## src/rtl/scanport_pkg.sv

```systemverilog
// scanport_pkg: pin drive-mode codes, IEEE 1149.1 TAP state encoding, cfg_data
// field positions and the pad/TAP helper functions shared by the scanport bank.
package scanport_pkg;

    typedef enum logic [2:0] {
        MODE_HIZ   = 3'b000,
        MODE_OD    = 3'b001,
        MODE_OS    = 3'b010,
        MODE_HIZ_3 = 3'b011,
        MODE_LOW   = 3'b100,
        MODE_HIGH  = 3'b101,
        MODE_PP    = 3'b110,
        MODE_HIZ_7 = 3'b111
    } pin_mode_e;

    // Bit layout matches cfg_data[5:0]: mode_a = TCK/TDO, mode_b = TMS/TRST.
    typedef struct packed {
        pin_mode_e mode_b;
        pin_mode_e mode_a;
    } pin_pair_t;

    typedef struct packed {
        logic val;
        logic oe;
    } pad_t;

    typedef enum logic [3:0] {
        TAP_EXIT2_DR   = 4'h0,
        TAP_EXIT1_DR   = 4'h1,
        TAP_SHIFT_DR   = 4'h2,
        TAP_PAUSE_DR   = 4'h3,
        TAP_SELECT_IR  = 4'h4,
        TAP_UPDATE_DR  = 4'h5,
        TAP_CAPTURE_DR = 4'h6,
        TAP_SELECT_DR  = 4'h7,
        TAP_EXIT2_IR   = 4'h8,
        TAP_EXIT1_IR   = 4'h9,
        TAP_SHIFT_IR   = 4'hA,
        TAP_PAUSE_IR   = 4'hB,
        TAP_RTI        = 4'hC,
        TAP_UPDATE_IR  = 4'hD,
        TAP_CAPTURE_IR = 4'hE,
        TAP_TLR        = 4'hF
    } tap_state_e;

    localparam int CFG_PAIR_W    = 6;
    localparam int CFG_SPARE_BIT = 6;
    localparam int CFG_IMM_BIT   = 7;

    function automatic pad_t pin_drive(input pin_mode_e mode, input logic in_val);
        pad_t pad;
        pad = '{val: 1'b0, oe: 1'b0};
        case (mode)
            MODE_OD:   pad.oe = ~in_val;
            MODE_OS:   pad = '{val: 1'b1, oe: in_val};
            MODE_LOW:  pad.oe = 1'b1;
            MODE_HIGH: pad = '{val: 1'b1, oe: 1'b1};
            MODE_PP:   pad = '{val: in_val, oe: 1'b1};
            default:   pad = '{val: 1'b0, oe: 1'b0};
        endcase
        return pad;
    endfunction

    // Level seen on the pad net; an undriven pin is pulled high.
    function automatic logic pad_level(input pad_t pad);
        return pad.oe ? pad.val : 1'b1;
    endfunction

    function automatic tap_state_e tap_next(input tap_state_e s, input logic tms);
        case (s)
            TAP_TLR:        return tms ? TAP_TLR        : TAP_RTI;
            TAP_RTI:        return tms ? TAP_SELECT_DR  : TAP_RTI;
            TAP_SELECT_DR:  return tms ? TAP_SELECT_IR  : TAP_CAPTURE_DR;
            TAP_CAPTURE_DR: return tms ? TAP_EXIT1_DR   : TAP_SHIFT_DR;
            TAP_SHIFT_DR:   return tms ? TAP_EXIT1_DR   : TAP_SHIFT_DR;
            TAP_EXIT1_DR:   return tms ? TAP_UPDATE_DR  : TAP_PAUSE_DR;
            TAP_PAUSE_DR:   return tms ? TAP_EXIT2_DR   : TAP_PAUSE_DR;
            TAP_EXIT2_DR:   return tms ? TAP_UPDATE_DR  : TAP_SHIFT_DR;
            TAP_UPDATE_DR:  return tms ? TAP_SELECT_DR  : TAP_RTI;
            TAP_SELECT_IR:  return tms ? TAP_TLR        : TAP_CAPTURE_IR;
            TAP_CAPTURE_IR: return tms ? TAP_EXIT1_IR   : TAP_SHIFT_IR;
            TAP_SHIFT_IR:   return tms ? TAP_EXIT1_IR   : TAP_SHIFT_IR;
            TAP_EXIT1_IR:   return tms ? TAP_UPDATE_IR  : TAP_PAUSE_IR;
            TAP_PAUSE_IR:   return tms ? TAP_EXIT2_IR   : TAP_PAUSE_IR;
            TAP_EXIT2_IR:   return tms ? TAP_UPDATE_IR  : TAP_SHIFT_IR;
            TAP_UPDATE_IR:  return tms ? TAP_SELECT_DR  : TAP_RTI;
            default:        return TAP_TLR;
        endcase
    endfunction

endpackage

```

## src/rtl/scanport_driver_bank_tap_monitor.sv

```systemverilog
// tap_monitor: clk-domain observer of one scanport (synchronisers, TCK edge detect,
// TAP FSM, idle timer). Edge counter built only with SCANPORT_TCK_COUNT_EN defined.
module tap_monitor
    import scanport_pkg::*;
#(
    parameter int SYNC_STAGES  = 2,
    parameter int IDLE_TIMEOUT = 1024
) (
    input  logic        clk,
    input  logic        reset,
    input  logic        tck_in,
    input  logic        tms_in,
    input  logic        trst_n_in,
    input  logic        cnt_clr,
    output tap_state_e  tap_state,
    output logic        port_idle,
    output logic [15:0] tck_count
);

    localparam int IDLE_W = $clog2(IDLE_TIMEOUT + 1);
    localparam logic [IDLE_W-1:0] IDLE_MAX = IDLE_W'(IDLE_TIMEOUT);

    // Each stage holds {tck, tms, trst_n}; all three travel together so TMS
    // is aligned with the TCK edge it qualifies.
    logic [2:0]        sync_q [SYNC_STAGES];
    logic [2:0]        sync_d [SYNC_STAGES];
    logic              tck_prev_q, tck_prev_d;
    tap_state_e        state_q, state_d;
    logic [IDLE_W-1:0] idle_cnt_q, idle_cnt_d;
    logic              tck_s, tms_s, trst_n_s, tck_rise;

    assign {tck_s, tms_s, trst_n_s} = sync_q[SYNC_STAGES-1];
    assign tck_rise = tck_s & ~tck_prev_q;

    // NOTE: every variable gets its default before any branch so no latch is inferred.
    always_comb begin
        sync_d[0] = {tck_in, tms_in, trst_n_in};
        for (int i = 1; i < SYNC_STAGES; i++) begin
            sync_d[i] = sync_q[i-1];
        end
        tck_prev_d = tck_s;

        state_d = state_q;
        if (!trst_n_s) begin
            state_d = TAP_TLR;
        end else if (tck_rise) begin
            state_d = tap_next(state_q, tms_s);
        end

        idle_cnt_d = idle_cnt_q;
        if (tck_rise) begin
            idle_cnt_d = '0;
        end else if (idle_cnt_q != IDLE_MAX) begin
            idle_cnt_d = idle_cnt_q + IDLE_W'(1);
        end
    end

    // NOTE: sequential state uses non-blocking assignments so all flops update together.
    // Synchronisers reset to the undriven-pad level so release never fakes a TCK edge.
    always_ff @(posedge clk or posedge reset) begin
        if (reset) begin
            for (int i = 0; i < SYNC_STAGES; i++) begin
                sync_q[i] <= '1;
            end
            tck_prev_q <= 1'b1;
            state_q    <= TAP_TLR;
            idle_cnt_q <= IDLE_MAX;
        end else begin
            for (int i = 0; i < SYNC_STAGES; i++) begin
                sync_q[i] <= sync_d[i];
            end
            tck_prev_q <= tck_prev_d;
            state_q    <= state_d;
            idle_cnt_q <= idle_cnt_d;
        end
    end

    assign tap_state = state_q;
    assign port_idle = (idle_cnt_q == IDLE_MAX);

`ifdef SCANPORT_TCK_COUNT_EN
    logic [15:0] edge_cnt_q, edge_cnt_d;

    always_comb begin
        edge_cnt_d = edge_cnt_q;
        if (cnt_clr) begin
            edge_cnt_d = '0;
        end else if (tck_rise) begin
            edge_cnt_d = edge_cnt_q + 16'd1;
        end
    end

    always_ff @(posedge clk or posedge reset) begin
        if (reset) begin
            edge_cnt_q <= '0;
        end else begin
            edge_cnt_q <= edge_cnt_d;
        end
    end

    assign tck_count = edge_cnt_q;
`else
    logic unused_cnt_clr;
    assign unused_cnt_clr = cnt_clr;
    assign tck_count      = '0;
`endif

endmodule

```

## src/rtl/scanport_driver_bank.sv

```systemverilog
// scanport_driver_bank: NUM_PORTS JTAG pad drivers with deferred (glitch-safe) mode
// changes and per-port TAP monitors. Optional TCK edge counters: SCANPORT_TCK_COUNT_EN.
module scanport_driver_bank
    import scanport_pkg::*;
#(
    parameter int NUM_PORTS    = 2,
    parameter int SYNC_STAGES  = 2,
    parameter int IDLE_TIMEOUT = 1024,
    localparam int PORT_W      = (NUM_PORTS > 1) ? $clog2(NUM_PORTS) : 1
) (
    input  logic                   clk,
    input  logic                   reset,
    input  logic                   cfg_wr,
    input  logic [PORT_W-1:0]      cfg_port,
    input  logic                   cfg_sel,
    input  logic [7:0]             cfg_data,
    output logic                   cfg_ack,
    input  logic [NUM_PORTS-1:0]   tck_fpga,
    input  logic [NUM_PORTS-1:0]   tms_fpga,
    input  logic [NUM_PORTS-1:0]   tdo_fpga,
    input  logic [NUM_PORTS-1:0]   trst_fpga,
    output logic [NUM_PORTS-1:0]   sp_tck,
    output logic [NUM_PORTS-1:0]   sp_tms,
    output logic [NUM_PORTS-1:0]   sp_tdo,
    output logic [NUM_PORTS-1:0]   sp_trst_n,
    output logic [NUM_PORTS-1:0]   sp_tck_oe,
    output logic [NUM_PORTS-1:0]   sp_tms_oe,
    output logic [NUM_PORTS-1:0]   sp_tdo_oe,
    output logic [NUM_PORTS-1:0]   sp_trst_n_oe,
    output logic [4*NUM_PORTS-1:0] tap_state,
    output logic [NUM_PORTS-1:0]   port_idle,
    output logic [16*NUM_PORTS-1:0] tck_count
);

    // Register index 0 = TCK/TMS, 1 = TDO/TRST.
    pin_pair_t  shadow_q  [NUM_PORTS][2];
    pin_pair_t  shadow_d  [NUM_PORTS][2];
    pin_pair_t  active_q  [NUM_PORTS][2];
    pin_pair_t  active_d  [NUM_PORTS][2];
    logic       pending_q [NUM_PORTS][2];
    logic       pending_d [NUM_PORTS][2];
    logic       imm_q     [NUM_PORTS][2];
    logic       imm_d     [NUM_PORTS][2];
    logic       cfg_ack_q, cfg_ack_d;
    logic       port_ok;
    logic [NUM_PORTS-1:0] port_wr;
    logic [NUM_PORTS-1:0] xfer_ok;
    tap_state_e mon_state [NUM_PORTS];

    logic unused_cfg_spare;
    assign unused_cfg_spare = cfg_data[CFG_SPARE_BIT];

    // Transfer first, then a same-cycle write refills the shadow and re-arms pending.
    always_comb begin
        cfg_ack_d = cfg_wr;
        port_ok   = cfg_wr && (32'(cfg_port) < 32'(NUM_PORTS));
        for (int p = 0; p < NUM_PORTS; p++) begin
            port_wr[p] = port_ok && (32'(cfg_port) == 32'(p));
            for (int r = 0; r < 2; r++) begin
                shadow_d[p][r]  = shadow_q[p][r];
                active_d[p][r]  = active_q[p][r];
                pending_d[p][r] = pending_q[p][r];
                imm_d[p][r]     = imm_q[p][r];
                if (pending_q[p][r] && (imm_q[p][r] || xfer_ok[p])) begin
                    active_d[p][r]  = shadow_q[p][r];
                    pending_d[p][r] = 1'b0;
                end
                if (port_wr[p] && (cfg_sel == 1'(r))) begin
                    shadow_d[p][r]  = pin_pair_t'(cfg_data[CFG_PAIR_W-1:0]);
                    pending_d[p][r] = 1'b1;
                    imm_d[p][r]     = cfg_data[CFG_IMM_BIT];
                end
            end
        end
    end

    // NOTE: the register file is reset explicitly so the pads come up hi-z.
    always_ff @(posedge clk or posedge reset) begin
        if (reset) begin
            cfg_ack_q <= 1'b0;
            for (int p = 0; p < NUM_PORTS; p++) begin
                for (int r = 0; r < 2; r++) begin
                    shadow_q[p][r]  <= '0;
                    active_q[p][r]  <= '0;
                    pending_q[p][r] <= 1'b0;
                    imm_q[p][r]     <= 1'b0;
                end
            end
        end else begin
            cfg_ack_q <= cfg_ack_d;
            for (int p = 0; p < NUM_PORTS; p++) begin
                for (int r = 0; r < 2; r++) begin
                    shadow_q[p][r]  <= shadow_d[p][r];
                    active_q[p][r]  <= active_d[p][r];
                    pending_q[p][r] <= pending_d[p][r];
                    imm_q[p][r]     <= imm_d[p][r];
                end
            end
        end
    end

    assign cfg_ack = cfg_ack_q;

    for (genvar p = 0; p < NUM_PORTS; p++) begin : g_port
        pad_t tck_pad, tms_pad, tdo_pad, trst_pad;

        assign tck_pad  = pin_drive(active_q[p][0].mode_a, tck_fpga[p]);
        assign tms_pad  = pin_drive(active_q[p][0].mode_b, tms_fpga[p]);
        assign tdo_pad  = pin_drive(active_q[p][1].mode_a, tdo_fpga[p]);
        assign trst_pad = pin_drive(active_q[p][1].mode_b, trst_fpga[p]);

        assign sp_tck[p]       = tck_pad.val;
        assign sp_tck_oe[p]    = tck_pad.oe;
        assign sp_tms[p]       = tms_pad.val;
        assign sp_tms_oe[p]    = tms_pad.oe;
        assign sp_tdo[p]       = tdo_pad.val;
        assign sp_tdo_oe[p]    = tdo_pad.oe;
        assign sp_trst_n[p]    = trst_pad.val;
        assign sp_trst_n_oe[p] = trst_pad.oe;

        // Mode changes are safe only where a glitch cannot move the target TAP.
        assign xfer_ok[p] = port_idle[p] || (mon_state[p] == TAP_TLR)
                                         || (mon_state[p] == TAP_RTI);

        tap_monitor #(
            .SYNC_STAGES  (SYNC_STAGES),
            .IDLE_TIMEOUT (IDLE_TIMEOUT)
        ) u_tap_monitor (
            .clk       (clk),
            .reset     (reset),
            .tck_in    (pad_level(tck_pad)),
            .tms_in    (pad_level(tms_pad)),
            .trst_n_in (pad_level(trst_pad)),
            .cnt_clr   (port_wr[p]),
            .tap_state (mon_state[p]),
            .port_idle (port_idle[p]),
            .tck_count (tck_count[16*p +: 16])
        );

        assign tap_state[4*p +: 4] = mon_state[p];
    end

endmodule

```

## config.mk

```make
export PLATFORM = sky130hd
export DESIGN_NAME = scanport_driver_bank
export DESIGN_NICKNAME = d
export VERILOG_FILES = /design/src/rtl/scanport_pkg.sv /design/src/rtl/scanport_driver_bank_tap_monitor.sv /design/src/rtl/scanport_driver_bank.sv
export SDC_FILE = /design/constraint.sdc
export NUM_CORES = 1
export LEC_CHECK = 0
export CORE_MARGIN = 2
export CORE_UTILIZATION = 30
export DETAILED_ROUTE_END_ITERATION = 12
export DONT_BUFFER_PORTS = 1
export MAX_ROUTING_LAYER = met4
export SYNTH_ARGS = -nofsm -noshare
export SYNTH_HDL_FRONTEND = slang
export SYNTH_SLANG_ARGS = --single-unit
export TNS_END_PERCENT = 100
```

## constraint.sdc

```tcl
create_clock -name clk -period 8.4 [get_ports clk]
set_input_delay 1.68 -clock clk [delete_from_list [all_inputs] [get_ports clk]]
set_output_delay 1.68 -clock clk [all_outputs]
set_load 0.05 [all_outputs]
```

# [Word level (Yosys, flattened, before mapping)]
# Index checks and enable logic that the tools add are counted.
[word_totals] ff_bits=101 latchBits=0 ram_bits=0 romBits=0 inputBits=21 out_inout_bits=59 elab_cells=239 memories=0
[classes] addsub=2 mul=0 div=0 magnitude_cmp=0 n_eq_ne=76 shifts=0 muxes=64 bitwise_logic=14 n_reduce_logical=48
[op_table] operator="4-bit one-hot mux with 12 select lines" n=2
[op_table] operator="3-bit equality test, second input constant" n=24
[op_table] operator="4-bit equality test, second input constant" n=16
[op_table] operator="11-bit 2-to-1 mux" n=4
[op_table] operator="4-bit by 3-bit equality test with 1-bit output, second input constant" n=8
[op_table] operator="3-bit OR reduction" n=10
[op_table] operator="3-bit by 1-bit equality test with 1-bit output, second input constant" n=8
[op_table] operator="3-bit by 2-bit equality test with 1-bit output, second input constant" n=8
[op_table] operator="2-bit 2-to-1 mux" n=12
[op_table] operator="3-bit 2-to-1 mux" n=8
[op_table] operator="4-bit 2-to-1 mux" n=6
[op_table] operator="1-bit one-hot mux with 3 select lines" n=8
[op_table] operator="2-bit OR reduction" n=12
[op_table] operator="11-bit by 1-bit adder with 11-bit output, second input constant" n=2
[op_table] operator="11-bit equality test, second input constant" n=2
[op_table] operator="11-bit != test, second input constant" n=2
[op_table] operator="4-bit by 2-bit equality test with 1-bit output, second input constant" n=4
[op_table] operator="1-bit 2-to-1 mux" n=16
[op_table] operator="1-bit one-hot mux with 2 select lines" n=8
[op_table] operator="1-bit inverter" n=12
[op_table] operator="2-bit nonzero test" n=6
[op_table] operator="1-bit logical AND" n=10
[op_table] operator="4-bit by 1-bit equality test with 1-bit output, second input constant" n=2
[op_table] operator="4-bit zero test" n=2
[op_table] operator="other kinds (3)" n=12

# [Depth between registers and ports, before layout]
[logic_depth] word_depth=7 mapped_depth=6 ltp_nobuf=5

# [Hierarchy]
# From an unflattened synthesis, not the netlist that was laid out.
[unflattened] hier_cells=450 hier_area_um2=5033.6
[modules_own_cells] mod="scanport_driver_bank" instances=1 cells_each=218 area_per_inst_um2=2693.8 seq_area_each_um2=1426.4
[modules_own_cells] mod="tap_monitor" instances=2 cells_each=116 area_per_inst_um2=1169.9 seq_area_each_um2=565.5

# [Worst setup path before layout]
# OpenSTA, ideal clock, no wires.
[synth_path] path_type="input -> output" startpoint="input tck_fpga[0]" endpoint="output sp_tck_oe[0]" arrival_ns=2.936 required_ns=6.720 slack_ns=3.784 stages=3 n_path_buf=0 cell_sequence="inv_1 nor3_1 a211oi_1"
[synth_via] elab_chain_len=2
[synth_rtl] item="start: declaration" line="scanport_driver_bank.sv:18" text="input logic [NUM_PORTS-1:0] tck_fpga,"
[synth_rtl] item="1-bit inverter" line="scanport_pkg.sv:54" text="MODE_OD: pad.oe = ~in_val;"
[synth_rtl] item="1-bit one-hot mux with 3 select lines (*)" line="scanport_pkg.sv:53" text="case (mode)"
[synth_rtl] item="end: declaration" line="scanport_driver_bank.sv:26" text="output logic [NUM_PORTS-1:0] sp_tck_oe,"
# Every way passes the cells marked *; elsewhere a longest branch is shown, timed or not.

# [Worst setup path after layout]
[layout_path] startpoint="input tms_fpga[1]" endpoint="output sp_tms_oe[1]"
[layout_via] elab_chain_len=2
[layout_rtl] item="start: declaration" line="scanport_driver_bank.sv:19" text="input logic [NUM_PORTS-1:0] tms_fpga,"
[layout_rtl] item="1-bit inverter" line="scanport_pkg.sv:54"
[layout_rtl] item="1-bit one-hot mux with 3 select lines (*)" line="scanport_pkg.sv:53"
[layout_rtl] item="end: declaration" line="scanport_driver_bank.sv:27" text="output logic [NUM_PORTS-1:0] sp_tms_oe,"
# Marks and branches as above.

==> flow_metrics.tcl <==
set metrics [dict create \
    io_buffers 0 \
    post-place-ws_ns 4.00 \
    synthesis.area_mm2 0.00494 \
    vias 3150 \
    synth_cells 440 \
    period_share_pct 53.1 \
    routedWlPerCell_um 14.0 \
    fin_worst_skew_ns 0.00681 \
    cts.repair_timing.setup_buffer_count 0 \
    post-synth-top-area-fraction_pct 39.0 \
    floorplan.initialDensity_pct 30.9 \
    num_rows 46 \
    cts.sink_count 101 \
    arrival_ns 2.78 \
    nNetsFinal 463 \
    yosys_warnings 0 \
    top_level_ports 80 \
    routed_wirelength_mm 9.22 \
    ys_seq_area_share_pct 51.8 \
    globalplace.congestion 0.735 \
    worst_max_slew_pin_slew_ns 1.30 \
    synth.top_cells.by_area "sky130_fd_sc_hd__dfrtp_1, sky130_fd_sc_hd__dfstp_2, sky130_fd_sc_hd__mux2_2, sky130_fd_sc_hd__buf_4, sky130_fd_sc_hd__a21oi_1" \
    die_h_um 132 \
    dp_hpwl_mm 6.62 \
    instances_no_fill 659 \
    cts-root-buf "sky130_fd_sc_hd__clkbuf_16" \
    clock_tree.htree_level_count 3 \
    first_pass_grt_wire_length_mm 15.7 \
    congestion_overflow_gr 0 \
    drc 0 \
    layout_stage_area_growth_over_the_synthesis_result_pct 8.33 \
    floorplan.die.width_um 132 \
    dpl.cell_count 643 \
    worstPathMaxFanout 4 \
    crit_type "primary input to primary output" \
    post_drt_via_cell_ratio 4.78 \
    synth_area_leader_cell "sky130_fd_sc_hd__dfrtp_1" \
    tritoncts "built" \
    yosys_register_bits 101 \
    synth_flop_cell "sky130_fd_sc_hd__dfrtp_1" \
    report.final.slew_viol_count 0 \
    max-slew-margin-rel_pct 14.7 \
    final.setup.tns_ns 0 \
    antennaDiodeCount 0 \
    fmaxAchievable_mhz 224 \
    placeableCoreArea_mm2 0.0160 \
    share_of_async_settable_or_async_resettable_flops_after_synthesis_pct 100 \
    max-cap-violations 0 \
    count_of_flip_flops_with_a_built_in_enable_after_synthesis 0 \
    power.density_cell_area_mw_per_mm2 380 \
    endpoint_kind "primary output" \
    critPathRequiredTime_ns 6.72 \
    detail-route-antenna-nets 0 \
    synthDistinctLibCells 48 \
    yosys.cell_count.top_type "sky130_fd_sc_hd__dfrtp_1" \
    detail_route.first_pass.iterations 4 \
    hold_buffers 0 \
    timing.hold.worst.class "flip-flop to flip-flop" \
    rsz0062_at_grt "no" \
    groute.usage.overall_pct 11.5 \
    cts_buffers 9 \
    first_global_vias 3097 \
    start_kind "primary input" \
    grt_antenna_before_repair 0 \
    finalWorstPathRequiredPeriod_ns 4.46 \
    finalHoldViolations 0 \
    clk_path_buf_depth 2 \
    p_leak_nw 2.24 \
    largest_net_degree_at_the_start_of_global_routing 63 \
    ir_worst_vdd_mv 0.192 \
    cts_repair_resize_count 0 \
    floorplan.die_area_mm2 0.0175 \
    ys_top_cells_by_count "sky130_fd_sc_hd__dfrtp_1, sky130_fd_sc_hd__mux2_2, sky130_fd_sc_hd__buf_4" \
    layout-drive-gt1-share_pct 24.2 \
    run_status "finished clean" \
    avgSynthCellArea_um2 11.2 \
    clk_latency_ns 0.34 \
    setup_viol_count_final 0 \
    fillers 1633 \
    final_critical_path_setup_slack_ns 3.94 \
    clk_pin_slew_ns 0.07 \
    drt_iter0_markers 180 \
]
==> through the flow <==
| step | hold slack [ns] | utilization, % | power [mW] | area (um^2) |
|---|---|---|---|---|
| 2_1_floorplan | 0.345 | - | 1.50 | 5060 |
| 3_3_place_gp | 0.346 | 31.5 | 1.58 | 5040 |
| 3_5_place_dp | 0.348 | 31.5 | 1.62 | 5040 |
| 4_1_cts | 0.358 | 33.5 | 2.06 | 5350 |
| 5_1_grt | 0.360 | 33.5 | 2.17 | 5350 |
| 6_report | 0.356 | 33.5 | 2.04 | 5350 |
==> critical path: stages <==
cell and delay (ns):
sky130_fd_sc_hd__inv_1 0.05, sky130_fd_sc_hd__a21oi_1 0.07, sky130_fd_sc_hd__o22ai_1 0.97
==> cells by family (layout without fill, tap and decap cells) <==
kind of cell / count (synthesis) / in the layout / synth area share (%)
AOI/OAI and AO/OA: 90 / 90 / 11.9
and+or+nand+nor: 105 / 105 / 11.5
buffers and inverters: 68 / 40 / 8.03
adders and majority gates: 4 / 4 / 1.01
DFF: 101 / 101 / 51.8
other: 1 / 32 / 0.0759
muxes: 54 / 54 / 12.7
xor gates and xnor gates: 17 / 17 / 3.01
==> cells in the final DEF (no fill, tap or decap), types with 3 or more instances in the layout <==
cell / synthesis / routed
sky130_fd_sc_hd__mux2_2: 46 / 46
sky130_fd_sc_hd__a211oi_2: 0 / 3
sky130_fd_sc_hd__nand4_1: 3 / 3
sky130_fd_sc_hd__o31a_4: 3 / 3
sky130_fd_sc_hd__o21ai_0: 28 / 23
sky130_fd_sc_hd__a21oi_1: 28 / 28
sky130_fd_sc_hd__nor2_1: 27 / 27
sky130_fd_sc_hd__o22ai_1: 5 / 5
sky130_fd_sc_hd__or3_1: 4 / 4
sky130_fd_sc_hd__nor4b_1: 5 / 5
sky130_fd_sc_hd__nor3_1: 13 / 13
sky130_fd_sc_hd__xor2_1: 10 / 10
sky130_fd_sc_hd__o21ai_1: 0 / 5
sky130_fd_sc_hd__dfrtp_1: 77 / 77
sky130_fd_sc_hd__clkbuf_16: 0 / 10
sky130_fd_sc_hd__nand3b_1: 7 / 7
sky130_fd_sc_hd__nand3_1: 12 / 12
sky130_fd_sc_hd__ha_1: 4 / 4
sky130_fd_sc_hd__dfstp_2: 24 / 24
sky130_fd_sc_hd__a31o_2: 3 / 3
sky130_fd_sc_hd__xnor2_1: 7 / 7
sky130_fd_sc_hd__a211oi_1: 6 / 3
sky130_fd_sc_hd__mux2_4: 6 / 6
sky130_fd_sc_hd__conb_1: 1 / 32
sky130_fd_sc_hd__nand2_1: 13 / 13
sky130_fd_sc_hd__a32oi_1: 5 / 5
sky130_fd_sc_hd__inv_1: 23 / 22
sky130_fd_sc_hd__nand2b_1: 7 / 7
==> path summary, 6_finish.rpt <==
| check | start | end | slack, ns | cells after the start |
|---|---|---|---|---|
| worst max register to register | g_port[0].u_tap_monitor.idle_cnt_q[10] | active_q[19] | 6.07 | 4 |
| min in group asynchronous | reset | g_port[1].u_tap_monitor.idle_cnt_q[4] | 1.24 | 1 |
| worst min-delay path | g_port[1].u_tap_monitor.sync_d[2] | g_port[1].u_tap_monitor.sync_q[2] | 0.36 | 0 |
| max in group asynchronous | reset | g_port[1].u_tap_monitor.idle_cnt_q[8] | 6.01 | 2 |
| worst min register to register | g_port[1].u_tap_monitor.sync_d[2] | g_port[1].u_tap_monitor.sync_q[2] | 0.36 | 0 |
| worst max-delay path | tms_fpga[1] | sp_tms_oe[1] | 3.94 | 3 |
==> cell type report <==
| type | count | area, um^2 | share of cell area [%] |
|---|---|---|---|
| clock buffer | 11 | 254 | 4.75 |
| clock inverter | 5 | 56.3 | 1.05 |
| inverter | 23 | 88.8 | 1.66 |
| multi-input combinational | 302 | 2120 | 39.6 |
| sequential | 101 | 2560 | 47.8 |
| tap | 216 | 270 | 5.05 |
| timing repair buffer | 1 | 7.51 | 0.140 |
==> flip-flops by register name, indices dropped and copies added (netlist names) <==
register / flops
active_q: 24
cfg_ack: 1
g_port.u_tap_monitor.idle_cnt_q: 22
g_port.u_tap_monitor.sync_d: 6
g_port.u_tap_monitor.sync_q: 6
g_port.u_tap_monitor.tap_state: 8
g_port.u_tap_monitor.tck_prev_q: 2
imm_q: 4
pending_q: 4
shadow_q: 24
==> layer usage <==
| layer | global-route usage (%) | wire length, um |
|---|---|---|
| met5 | - | 0 |
| met4 | 5.68 | 204 |
| met3 | 2.58 | 486 |
| met2 | 17.2 | 4400 |
| met1 | 14.6 | 4130 |
==> power breakdown <==
part / internal, mW / switching (mW) / leakage (nW) / total [mW]
Clock: 0.249 / 0.177 / 0.151 / 0.426
Sequential: 0.671 / 0.251 / 1.20 / 0.922
Combinational: 0.240 / 0.448 / 0.881 / 0.688
Total: 1.16 / 0.876 / 2.24 / 2.04
(Power assumes the default switching activity.)
